**config.mk**
```make
export PLATFORM = sky130hd
export DESIGN_NAME = program_loader_unit
export DESIGN_NICKNAME = d
export VERILOG_FILES = /design/src/rtl/plu_pkg.sv /design/src/rtl/plu_checksum.sv /design/src/rtl/program_loader_unit.sv
export SDC_FILE = /design/constraint.sdc
export NUM_CORES = 1
export LEC_CHECK = 0
export BUFFER_PORTS_ARGS = -buffer_cell sky130_fd_sc_hd__buf_2
export CAP_MARGIN = 40
export CORE_MARGIN = 2
export CORE_UTILIZATION = 50
export DETAILED_ROUTE_END_ITERATION = 16
export PLACE_DENSITY_LB_ADDON = 0.3
export SLEW_MARGIN = 20
export SYNTH_ARGS = -nofsm -noshare
export SYNTH_HDL_FRONTEND = slang
export SYNTH_HIERARCHICAL = 1
export SYNTH_SLANG_ARGS = --single-unit
```
**constraint.sdc**
```tcl
create_clock -name clock -period 4.8 [get_ports clock]
set_input_delay 0.72 -clock clock [delete_from_list [all_inputs] [get_ports clock]]
set_output_delay 0.72 -clock clock [all_outputs]
set_load 0.05 [all_outputs]
```
**src/rtl/plu_pkg.sv**
```systemverilog
// Shared types and constants for the program loader.
// PLU_CHECKSUM_EN adds the CHECK state for the trailing XOR checksum byte.
package plu_pkg;

  localparam int unsigned DATA_W = 8;

  localparam logic [DATA_W-1:0] LEN_ZERO = 8'h00;

  typedef enum logic [2:0] {
    ST_IDLE  = 3'd0,
    ST_LEN   = 3'd1,
    ST_DATA  = 3'd2,
`ifdef PLU_CHECKSUM_EN
    ST_CHECK = 3'd3,
`endif
    ST_RUN   = 3'd4,
    ST_ERROR = 3'd5
  } plu_state_e;

  // States in which the stream link accepts bytes.
  function automatic logic accepts_bytes(input plu_state_e st);
    return (st == ST_LEN) || (st == ST_DATA)
`ifdef PLU_CHECKSUM_EN
           || (st == ST_CHECK)
`endif
           ;
  endfunction

endpackage

```
**src/rtl/plu_checksum.sv**
```systemverilog
// 8-bit XOR accumulator over the data bytes of one frame, with a compare port.
module plu_checksum
  import plu_pkg::*;
(
  input  logic              clock,
  input  logic              reset_n,
  input  logic              clr,
  input  logic              en,
  input  logic [DATA_W-1:0] din,
  input  logic [DATA_W-1:0] cmp_byte,
  output logic              match_c
);

  logic [DATA_W-1:0] acc_q;
  logic [DATA_W-1:0] acc_d;

  // Clear wins over accumulate so a new frame always starts from zero.
  always_comb begin
    acc_d = acc_q;
    if (clr) begin
      acc_d = '0;
    end else if (en) begin
      acc_d = acc_q ^ din;
    end
  end

  always_ff @(posedge clock or negedge reset_n) begin
    if (!reset_n) begin
      acc_q <= '0;
    end else begin
      acc_q <= acc_d;
    end
  end

  assign match_c = (cmp_byte == acc_q);

endmodule

```
**src/rtl/program_loader_unit.sv**
```systemverilog
// Loads a LEN-prefixed byte stream into instruction memory, then releases the CPU.
// PLU_CHECKSUM_EN: a trailing XOR checksum byte must match before the CPU runs.
module program_loader_unit
  import plu_pkg::*;
#(
  parameter int unsigned ADDR_W = 8,
  parameter int unsigned DEPTH  = 256
) (
  input  logic              clock,
  input  logic              reset_n,
  input  logic              load_start,
  input  logic              in_valid,
  input  logic [DATA_W-1:0] in_data,
  output logic              in_ready,
  output logic              imem_we,
  output logic [ADDR_W-1:0] imem_addr,
  output logic [DATA_W-1:0] imem_wdata,
  output logic              cpu_run,
  output logic              load_done,
  output logic              load_error
);

  localparam int unsigned CNT_W = ADDR_W + 1;

  plu_state_e state_q, state_d;

  logic [CNT_W-1:0]  cnt_q, cnt_d;
  logic [CNT_W-1:0]  len_q, len_d;
  logic              we_q, we_d;
  logic [ADDR_W-1:0] addr_q, addr_d;
  logic [DATA_W-1:0] wdata_q, wdata_d;
  logic              ready_q, ready_d;
  logic              run_q, run_d;
  logic              done_q, done_d;
  logic              err_q, err_d;

  logic              xfer_c;
  logic              len_bad_c;
  logic              last_c;

  assign xfer_c    = in_valid & ready_q;
  assign len_bad_c = (in_data == LEN_ZERO) || (32'(in_data) > DEPTH);
  assign last_c    = (cnt_q == (len_q - CNT_W'(1)));

`ifdef PLU_CHECKSUM_EN
  logic chk_clr;
  logic chk_en;
  logic chk_match_c;

  plu_checksum u_checksum (
    .clock    (clock),
    .reset_n  (reset_n),
    .clr      (chk_clr),
    .en       (chk_en),
    .din      (in_data),
    .cmp_byte (in_data),
    .match_c  (chk_match_c)
  );
`endif

  // Next state, counters and the registered write port.
  always_comb begin
    state_d = state_q;
    cnt_d   = cnt_q;
    len_d   = len_q;
    we_d    = 1'b0;
    addr_d  = addr_q;
    wdata_d = wdata_q;
`ifdef PLU_CHECKSUM_EN
    chk_clr = 1'b0;
    chk_en  = 1'b0;
`endif

    unique case (state_q)
      ST_IDLE: begin
        if (load_start) begin
          state_d = ST_LEN;
        end
      end

      ST_LEN: begin
        if (xfer_c) begin
          if (len_bad_c) begin
            state_d = ST_ERROR;
          end else begin
            len_d   = CNT_W'(in_data);
            cnt_d   = '0;
            state_d = ST_DATA;
`ifdef PLU_CHECKSUM_EN
            chk_clr = 1'b1;
`endif
          end
        end
      end

      ST_DATA: begin
        if (xfer_c) begin
          we_d    = 1'b1;
          addr_d  = cnt_q[ADDR_W-1:0];
          wdata_d = in_data;
          cnt_d   = cnt_q + CNT_W'(1);
`ifdef PLU_CHECKSUM_EN
          chk_en  = 1'b1;
          if (last_c) begin
            state_d = ST_CHECK;
          end
`else
          if (last_c) begin
            state_d = ST_RUN;
          end
`endif
        end
      end

`ifdef PLU_CHECKSUM_EN
      ST_CHECK: begin
        if (xfer_c) begin
          state_d = chk_match_c ? ST_RUN : ST_ERROR;
        end
      end
`endif

      ST_RUN, ST_ERROR: begin
        if (load_start) begin
          state_d = ST_LEN;
        end
      end

      default: begin
        state_d = ST_IDLE;
      end
    endcase
  end

  // Status outputs follow the state being entered, so they change on the same edge.
  always_comb begin
    ready_d = accepts_bytes(state_d);
    run_d   = (state_d == ST_RUN);
    done_d  = (state_d == ST_RUN);
    err_d   = (state_d == ST_ERROR);
  end

  always_ff @(posedge clock or negedge reset_n) begin
    if (!reset_n) begin
      state_q <= ST_IDLE;
      cnt_q   <= '0;
      len_q   <= '0;
      we_q    <= 1'b0;
      addr_q  <= '0;
      wdata_q <= '0;
      ready_q <= 1'b0;
      run_q   <= 1'b0;
      done_q  <= 1'b0;
      err_q   <= 1'b0;
    end else begin
      state_q <= state_d;
      cnt_q   <= cnt_d;
      len_q   <= len_d;
      we_q    <= we_d;
      addr_q  <= addr_d;
      wdata_q <= wdata_d;
      ready_q <= ready_d;
      run_q   <= run_d;
      done_q  <= done_d;
      err_q   <= err_d;
    end
  end

  assign in_ready   = ready_q;
  assign imem_we    = we_q;
  assign imem_addr  = addr_q;
  assign imem_wdata = wdata_q;
  assign cpu_run    = run_q;
  assign load_done  = done_q;
  assign load_error = err_q;

endmodule

```
# [After elaboration in Yosys (flattened, before gate mapping)]
# Index checks and enable logic that the tools add are counted.
[classes] eq_ne=12 mux=12 reduce_logical=8 n_addsub=2 bitwise_logic=2
[ops] op="2-to-1 mux 9 bit" n=3
[ops] op="case mux 9 bit (2 select lines)" n=1
[ops] op="2-to-1 mux 3 bit" n=5
[ops] op="equality test 3 bit (second input constant)" n=4
[ops] op="adder 9 x 1 -> 9 bit (second input constant)" n=1
[ops] op="equality test 9 bit" n=1
[ops] op="case mux 3 bit (3 select lines)" n=1
[ops] op="subtractor 8 x 1 -> 9 bit (second input constant)" n=1
[ops] op="logical NOT 8 bit" n=1
[ops] op="equality test 3 x 1 -> 1 bit (second input constant)" n=2
[ops] op="equality test 3 x 2 -> 1 bit (second input constant)" n=2
[ops] op="inequality test 2 bit (second input constant)" n=3
[ops] op="AND reduction 4 bit" n=1
[ops] op="logical NOT 3 bit" n=1
[ops] op="AND reduction 3 bit" n=1
[ops] op="OR reduction 3 bit" n=1
[ops] op="2-to-1 mux 1 bit" n=2
[ops] op="AND reduction 2 bit" n=1
[ops] op="nonzero test 2 bit" n=1
[ops] op="bitwise AND 1 bit" n=1
[ops] op="logical OR 1 bit" n=1
[ops] op="NOT 1 bit" n=1
[word_totals] register_bits=40 output_inout_bits=21 elab_cells=45 input_bits=12

# [Longest topological paths before layout]
# Gate-level depths: netlist (run 1).
[depth] depth_word=7 ltp_mapped=8 ltp_nobuf=8

# [Least setup slack after synthesis (run 1)]
# No wires, ideal clock.
[synth_path] path_kind="register to register" startpoint="register len_q[2]" endpoint="register ready_q (netlist: in_ready)" n_path_buf=1 setup_time_ps=120 required_ps=4680 stages_incl_launch_ff=8 arrival_time_ps=1988 path_slack_ps=2692 path_cell_list="dfrtp_1 > buf_6 > or4_4 > nor4_4 > xnor2_1 > nand4_1 > or3_4 > and3_1"
[synth_via] elab_chain_cells=7
[synth_lines] item="start: declaration" line="program_loader_unit.sv:28" text="logic [CNT_W-1:0] len_q, len_d;"
[synth_lines] item="start signal: assignment" line="program_loader_unit.sv:158" text="len_q <= len_d;"
[synth_lines] item="subtractor 8 x 1 -> 9 bit *" line="program_loader_unit.sv:43" text="assign last_c = (cnt_q == (len_q - CNT_W'(1)));"
[synth_lines] item="equality test 9 bit *" line="program_loader_unit.sv:43"
[synth_lines] item="2-to-1 mux 3 bit *" line="program_loader_unit.sv:108" text="if (last_c) begin"
[synth_lines] item="2-to-1 mux 3 bit *" line="program_loader_unit.sv:97" text="if (xfer_c) begin"
[synth_lines] item="case mux 3 bit (3 select lines) *" line="program_loader_unit.sv:74" text="unique case (state_q)"
[synth_lines] item="equality test 3 x 1 -> 1 bit / equality test 3 x 2 -> 1 bit (equally long branches)" line="plu_pkg.sv:22" text="return (st == ST_LEN) || (st == ST_DATA)"
[synth_lines] item="logical OR 1 bit *" line="plu_pkg.sv:22"
[synth_lines] item="named net ready_d" line="program_loader_unit.sv:32" text="logic ready_q, ready_d;"
[synth_lines] item="end signal: assignment" line="program_loader_unit.sv:162" text="ready_q <= ready_d;"
[synth_lines] item="end: declaration" line="program_loader_unit.sv:32"
# The timed path passes the listed nets; every way through them passes the cells marked *.
# A chain may end at the register's enable or synchronous reset.

# [Worst setup path in the final report (run 1)]
# Same ends and word-level chain as after synthesis.

==> summary.json, run 1 <==
{
  "run_status": {
    "outcome": "complete, no violations"
  },
  "setup_path": {
    "r2r_end": "in_ready$_DFF_PN0_",
    "cpLargestDelayFamily": "simple AND/OR/NAND/NOR gates",
    "critical_path.endpoint_type": "flop",
    "cp.buffers_inverters": 0,
    "crit_fanout": 9,
    "timing.critical_path.cells": "or4_4, nor4_4, xnor2_1, nand4_1, or3_4, and3_1",
    "critical_path.slowest_cell": "or4_4",
    "timing.critical_path.arrival_ps": 2470,
    "critical_path_required_ps": 4980,
    "kind_of_launch_point_of_the_worst_setup_path": "flop",
    "criticalPathCategory": "flop to flop",
    "regToRegStartpoint": "len_q[2]$_DFFE_PN0P_",
    "crit_path_max_incr_delay_ps": 610,
    "rrSetupSlack_ps": 2510,
    "worst_r2r_path_cells": 6
  },
  "floorplanning": {
    "fp.dieArea_um2": 4470,
    "row_count": 22,
    "chipHeight_um": 66.9,
    "initial_utilization_pct": 52.8,
    "die_x_um": 66.9,
    "io_pins": 33,
    "core_um2": 3740
  },
  "logic_synthesis": {
    "synth_cell_type_count": 47,
    "synth_top_cells_by_area": "dfrtp_1 (51%), mux2_1 (9.1%), nand2_1 (4.6%)",
    "synth.area.mux_share_pct": 9.62,
    "synth_xor_xnor_area_share_pct": 7.97,
    "count_of_flip_flops_with_a_built_in_enable_after_synthesis": 0,
    "synth.avg_cell_area_um2": 10.9,
    "syn-cell-area_um2": 1980,
    "synth_fa_ha_area_share_pct": 1.27,
    "synth.top_cell.area_share_pct": 50.6,
    "main_combinational_cell_family_by_area_after_synthesis": "simple AND/OR/NAND/NOR gates",
    "complex_gate_fraction_of_the_synthesized_area_pct": 5.70,
    "synth_seq_area_share_pct": 50.6,
    "synth-seq-cells": 40,
    "syn-instance-count": 181,
    "synth_ff_type": "dfrtp_1",
    "synthSimpleGateAreaFrac_pct": 21.3,
    "ys_async_sr_fraction_pct": 100,
    "synthDominantAreaCellType": "dfrtp_1",
    "mappedNetlistNets": 195,
    "yosysWarningCount": 6
  },
  "placed_design": {
    "dpl-instance-area_um2": 2180,
    "dp.final_hpwl_um": 3000,
    "preCtsSetupSlack_ps": 2290,
    "port_buffers": 32,
    "dp.cells": 256,
    "finalWeightedCongestion": 0.847
  },
  "sta": {
    "grt_setup_unrepaired": "false",
    "maxClockFrequency_ghz": 0.437,
    "finalWorstPathRequiredPeriod_ps": 2290,
    "worst_clock_skew_ps": 4.75,
    "drv_slew": 0,
    "final_min_period_over_clock_period_pct": 47.7,
    "final_critical_path_setup_slack_ps": 2510,
    "max_slew.worst_pin.slew_ps": 586,
    "finalSetupViolCount": 0,
    "finalSetupTns_ps": 0,
    "max-slew-margin-rel_pct": 60.9,
    "timing.final.hold_violations": 0
  },
  "clock_tree": {
    "cts_setup_buffers": 0,
    "ctsResizeCount": 0,
    "cts_tree": "done",
    "clk_path_buf_depth": 2,
    "htree_levels": 2,
    "numClockSinks": 40,
    "cts_hold_buf": 0,
    "cts-buffers-inserted": 5,
    "cts_root_cell": "clkbuf_8",
    "clkSlewWorstSetupHoldPaths_ps": 80,
    "clock_latency_reported_for_the_late_side_of_the_worst_skew_pair_ps": 290
  },
  "global_route": {
    "grt_start_max_net_pins": 27,
    "first_global_vias": 1391,
    "global_route.usage.total_pct": 20.5,
    "grt_overflow_total": 0,
    "antenna_found_initial": 0,
    "grt_pass1_wl_um": 6690
  },
  "cells_and_area": {
    "diodes": 0,
    "instances_no_fill": 265,
    "most-common-layout-cells": "dfrtp_1 (40), buf_2 (32), nand2_1 (24)",
    "share_of_cells_above_drive_strength_1_pct": 25.3,
    "layout.cell_area.non_filler_um2": 2300,
    "multi_input_comb_area_um2": 906,
    "syn2layout_area_growth_pct": 16.3,
    "num-nets-final": 230,
    "regArea_um2": 1000,
    "most_common_cell_after_layout_fill_and_taps_aside": "dfrtp_1",
    "nFillCells": 334
  },
  "pwr": {
    "worst_ir_drop_vdd_mv": 0.442,
    "p_leak_nw": 1.11,
    "power.total_mw": 1.44,
    "power.density_nw_per_um2": 625
  },
  "routing": {
    "detail_route.wl_per_cell_um": 15.0,
    "detail_route.drc_violations": 0,
    "antenna_violating_nets_post_route": 0,
    "detailedRoute.firstPassIterationCount": 4,
    "drt_first_iter_violations": 62,
    "vias": 1467,
    "total_detailed_routing_wirelength_um": 3980,
    "route.detailed.vias_per_inst": 5.54
  },
  "job": {
    "cap_viol_max_count": 0
  },
  "worst_hold_path": {
    "timing.hold.worst.class": "input port to async pin"
  }
}
[per-stage QoR]
stage | util [%] | hold WS [ps]
2_1_floorplan | - | 424
3_3_place_gp | 57.7 | 464
3_5_place_dp | 58.2 | 471
4_1_cts | 61.3 | 332
5_1_grt | 61.4 | 337
6_report | 61.4 | 328
[kinds of logic after synthesis]
group                      Yosys count
muxes                               17
adders and majority gates            2
AOI/OAI and AO/OA                   16
DFF                                 40
and+or+nand+nor                     75
xor gates and xnor gates            18
buffers and inverters               13
[synth_stat cells (3+ instances only)]
| library cell | instances |
|---|---|
| mux2_1 | 16 |
| nand2_1 | 24 |
| and3_1 | 3 |
| xor2_1 | 9 |
| xnor2_1 | 9 |
| inv_1 | 5 |
| nor3_1 | 4 |
| o21ai_1 | 4 |
| nand4_1 | 8 |
| a21oi_1 | 3 |
| nor2_1 | 14 |
| dfrtp_1 | 40 |
[worst max path at each step]
stage	from	end	slack [ps]	cells after the start
6_report	len_q[2]$_DFFE_PN0P_	in_ready$_DFF_PN0_	2510	6
5_1_grt	len_q[0]$_DFFE_PN0P_	in_ready$_DFF_PN0_	2410	8
4_1_cts	len_q[2]$_DFFE_PN0P_	in_ready$_DFF_PN0_	2510	6
3_5_place_dp	in_valid	cnt_q[5]$_DFFE_PN0P_	2290	5
3_3_place_gp	in_valid	cnt_q[3]$_DFFE_PN0P_	2310	5
2_1_floorplan	len_q[2]$_DFFE_PN0P_	in_ready$_DFF_PN0_	2690	7
[power by group]
part           switching (mW)  leakage (nW)  internal [mW]
Combinational           0.395         0.537          0.211
Sequential              0.114         0.523          0.436
Clock                   0.123        0.0548          0.157
Total                   0.633          1.11          0.804
[area by class of cell]
type | instances | area share, %
clock inverters | 3 | 2.01
repair buffers | 34 | 8.06
well taps | 48 | 2.61
multi-input cells | 128 | 39.4
flip-flops and latches | 40 | 43.5
inverters | 7 | 1.36
clock buffers | 5 | 2.99
[per-layer routing]
layer | track usage, % | share of wire [%]
met5 | 0 | 0
met2 | 31.1 | 47
met4 | 6.38 | 0.90
met3 | 5.57 | 3.8
met1 | 28.6 | 49
[sequential cells by signal, summed over array words and instances (netlist names)]
register	cells
imem_we	1
in_ready	1
state_q	3
imem_addr	8
load_error	1
len_q	8
imem_wdata	8
cnt_q	9
load_done	1
Note: power is estimated with default switching activity, not from simulation.
==> run 2, diff against run 1 <==
- clock period: 4.8 -> 2.02 ns (I/O delays scaled with it)
==> summary.json, run 2 (same netlist as run 1, synthesis figures left out) <==
{
  "sta": {
    "max_slew.worst_pin.slew_ps": 696,
    "timing.final.hold_violations": 0,
    "finalSetupViolCount": 0,
    "drv_slew": 0,
    "max-slew-margin-rel_pct": 53.5,
    "finalSetupTns_ps": 0,
    "maxClockFrequency_ghz": 0.500,
    "worst_clock_skew_ps": 5.45,
    "final_min_period_over_clock_period_pct": 99.0,
    "finalWorstPathRequiredPeriod_ps": 2000,
    "grt_setup_unrepaired": "true"
  },
  "routing": {
    "drt_first_iter_violations": 45,
    "detail_route.drc_violations": 0,
    "vias": 1496,
    "detailedRoute.firstPassIterationCount": 4,
    "total_detailed_routing_wirelength_um": 4060,
    "route.detailed.vias_per_inst": 5.42,
    "detail_route.wl_per_cell_um": 14.7,
    "antenna_violating_nets_post_route": 0
  },
  "setup_path": {
    "timing.critical_path.cells": "or4_4, nor4_4, xnor2_1, nand4_1, or3_4, and3_4",
    "worst_r2r_path_cells": 6,
    "rrSetupSlack_ps": 20,
    "crit_fanout": 3,
    "criticalPathCategory": "flop to flop",
    "kind_of_launch_point_of_the_worst_setup_path": "flop",
    "critical_path.endpoint_type": "flop",
    "critical_path_required_ps": 2210,
    "timing.critical_path.arrival_ps": 2190,
    "crit_path_max_incr_delay_ps": 550,
    "regToRegStartpoint": "len_q[2]$_DFFE_PN0P_",
    "critical_path.slowest_cell": "or4_4",
    "r2r_end": "in_ready$_DFF_PN0_"
  },
  "cells_and_area": {
    "top_register": "cnt_q",
    "layout.cell_area.non_filler_um2": 2390,
    "regArea_um2": 1000,
    "most-common-layout-cells": "dfrtp_1 (40), buf_2 (32), nand2_1 (24)",
    "diodes": 0,
    "multi_input_comb_area_um2": 917,
    "syn2layout_area_growth_pct": 21.1,
    "most_common_cell_after_layout_fill_and_taps_aside": "dfrtp_1",
    "num-nets-final": 241,
    "share_of_cells_above_drive_strength_1_pct": 29.8,
    "number_of_flip_flops_under_the_largest_register_name": 9,
    "instances_no_fill": 276,
    "nFillCells": 322
  },
  "global_route": {
    "antenna_found_initial": 0,
    "grt_overflow_total": 0,
    "global_route.usage.total_pct": 21.2,
    "grt_pass1_wl_um": 6910,
    "grt_start_max_net_pins": 41,
    "first_global_vias": 1489
  },
  "floorplanning": {
    "initial_utilization_pct": 52.8,
    "io_pins": 33,
    "die_x_um": 66.9,
    "fp.dieArea_um2": 4470,
    "core_um2": 3740,
    "row_count": 22,
    "chipHeight_um": 66.9
  },
  "clock_tree": {
    "clk_path_buf_depth": 2,
    "cts_tree": "done",
    "clock_latency_reported_for_the_late_side_of_the_worst_skew_pair_ps": 300,
    "cts_setup_buffers": 0,
    "numClockSinks": 40,
    "clkSlewWorstSetupHoldPaths_ps": 80,
    "htree_levels": 2,
    "cts-buffers-inserted": 5,
    "cts_hold_buf": 0,
    "cts_root_cell": "clkbuf_8"
  },
  "placed_design": {
    "finalWeightedCongestion": 0.818,
    "port_buffers": 32,
    "dp.cells": 268,
    "dpl-instance-area_um2": 2270,
    "dp.final_hpwl_um": 3030
  },
  "pwr": {
    "worst_ir_drop_vdd_mv": 1.02,
    "power.density_nw_per_um2": 1510,
    "p_leak_nw": 1.17,
    "power.total_mw": 3.61
  },
  "worst_hold_path": {
    "timing.hold.worst.class": "input port to async pin"
  },
  "run_status": {
    "outcome": "complete, no violations"
  },
  "job": {
    "cap_viol_max_count": 0
  }
}
[run 2: cell count changes in the layout (fill, tap and decap cells not counted)]
cell,before,now
and3_1,3,2
and3_4,0,1
buf_4,0,12
clkbuf_2,1,0
nor4_1,1,0
nor4_2,1,2
[run 2: through the flow]
step	util, %	hold slack [ps]	setup slack, ps
2_1_floorplan	-	7.41	-87.0
3_3_place_gp	60.6	379	12.3
3_5_place_dp	60.6	386	-24.2
4_1_cts	64.0	67.5	-32.1
5_1_grt	64.0	94.7	-90.9
6_report	64.0	55.1	19.2
[run 2: layout make-up]
class                      count  share of cell area (%)
clock inverter                 3                    1.93
timing repair buffer          45                    11.3
sequential                    40                    41.8
multi-input combinational    128                    38.3
tap                           48                    2.51
clock buffer                   5                    2.87
inverter                       7                    1.31
[run 2: critical path, delay by kind of cell (launching register included)]
family / cells / cell delay, ps
simple gates: 5 / 1360
xor+xnor: 1 / 150
flops: 1 / 380
[run 2: how the worst max path moves through the flow]
| stage | start | to | slack (ps) |
|---|---|---|---|
| floorplan | len_q[2]$_DFFE_PN0P_ | in_ready$_DFF_PN0_ | -90 |
| global placement | len_q[2]$_DFFE_PN0P_ | in_ready$_DFF_PN0_ | 10 |
| detailed placement | len_q[2]$_DFFE_PN0P_ | in_ready$_DFF_PN0_ | -20 |
| CTS | len_q[2]$_DFFE_PN0P_ | in_ready$_DFF_PN0_ | -30 |
| global route | len_q[2]$_DFFE_PN0P_ | in_ready$_DFF_PN0_ | -90 |
| finish | len_q[2]$_DFFE_PN0P_ | in_ready$_DFF_PN0_ | 20 |
[run 2: timing repair]
item,in CTS,in global routing
setup endpoints to repair,1,2
resized for setup,2,0
pin swaps,0,3
[run 2: power by group]
group          leakage [nW]  switching (mW)  total [mW]  internal (mW)
registers             0.523           0.192        1.23           1.04
clock network        0.0548           0.288       0.660          0.372
logic                 0.592            1.07        1.72          0.645
total                  1.17            1.55        3.61           2.05
[run 2: layer usage]
layer | vias to the layer above | share of wire (%) | routed length [um] | GRT usage (%)
met5 | - | 0 | 0 | 0
met4 | 0 | 2.5 | 101 | 9.69
met3 | 10 | 4.4 | 180 | 5.24
met2 | 36 | 48 | 1940 | 33.1
met1 | 733 | 45 | 1840 | 27.9
li1 | 717 | - | - | -
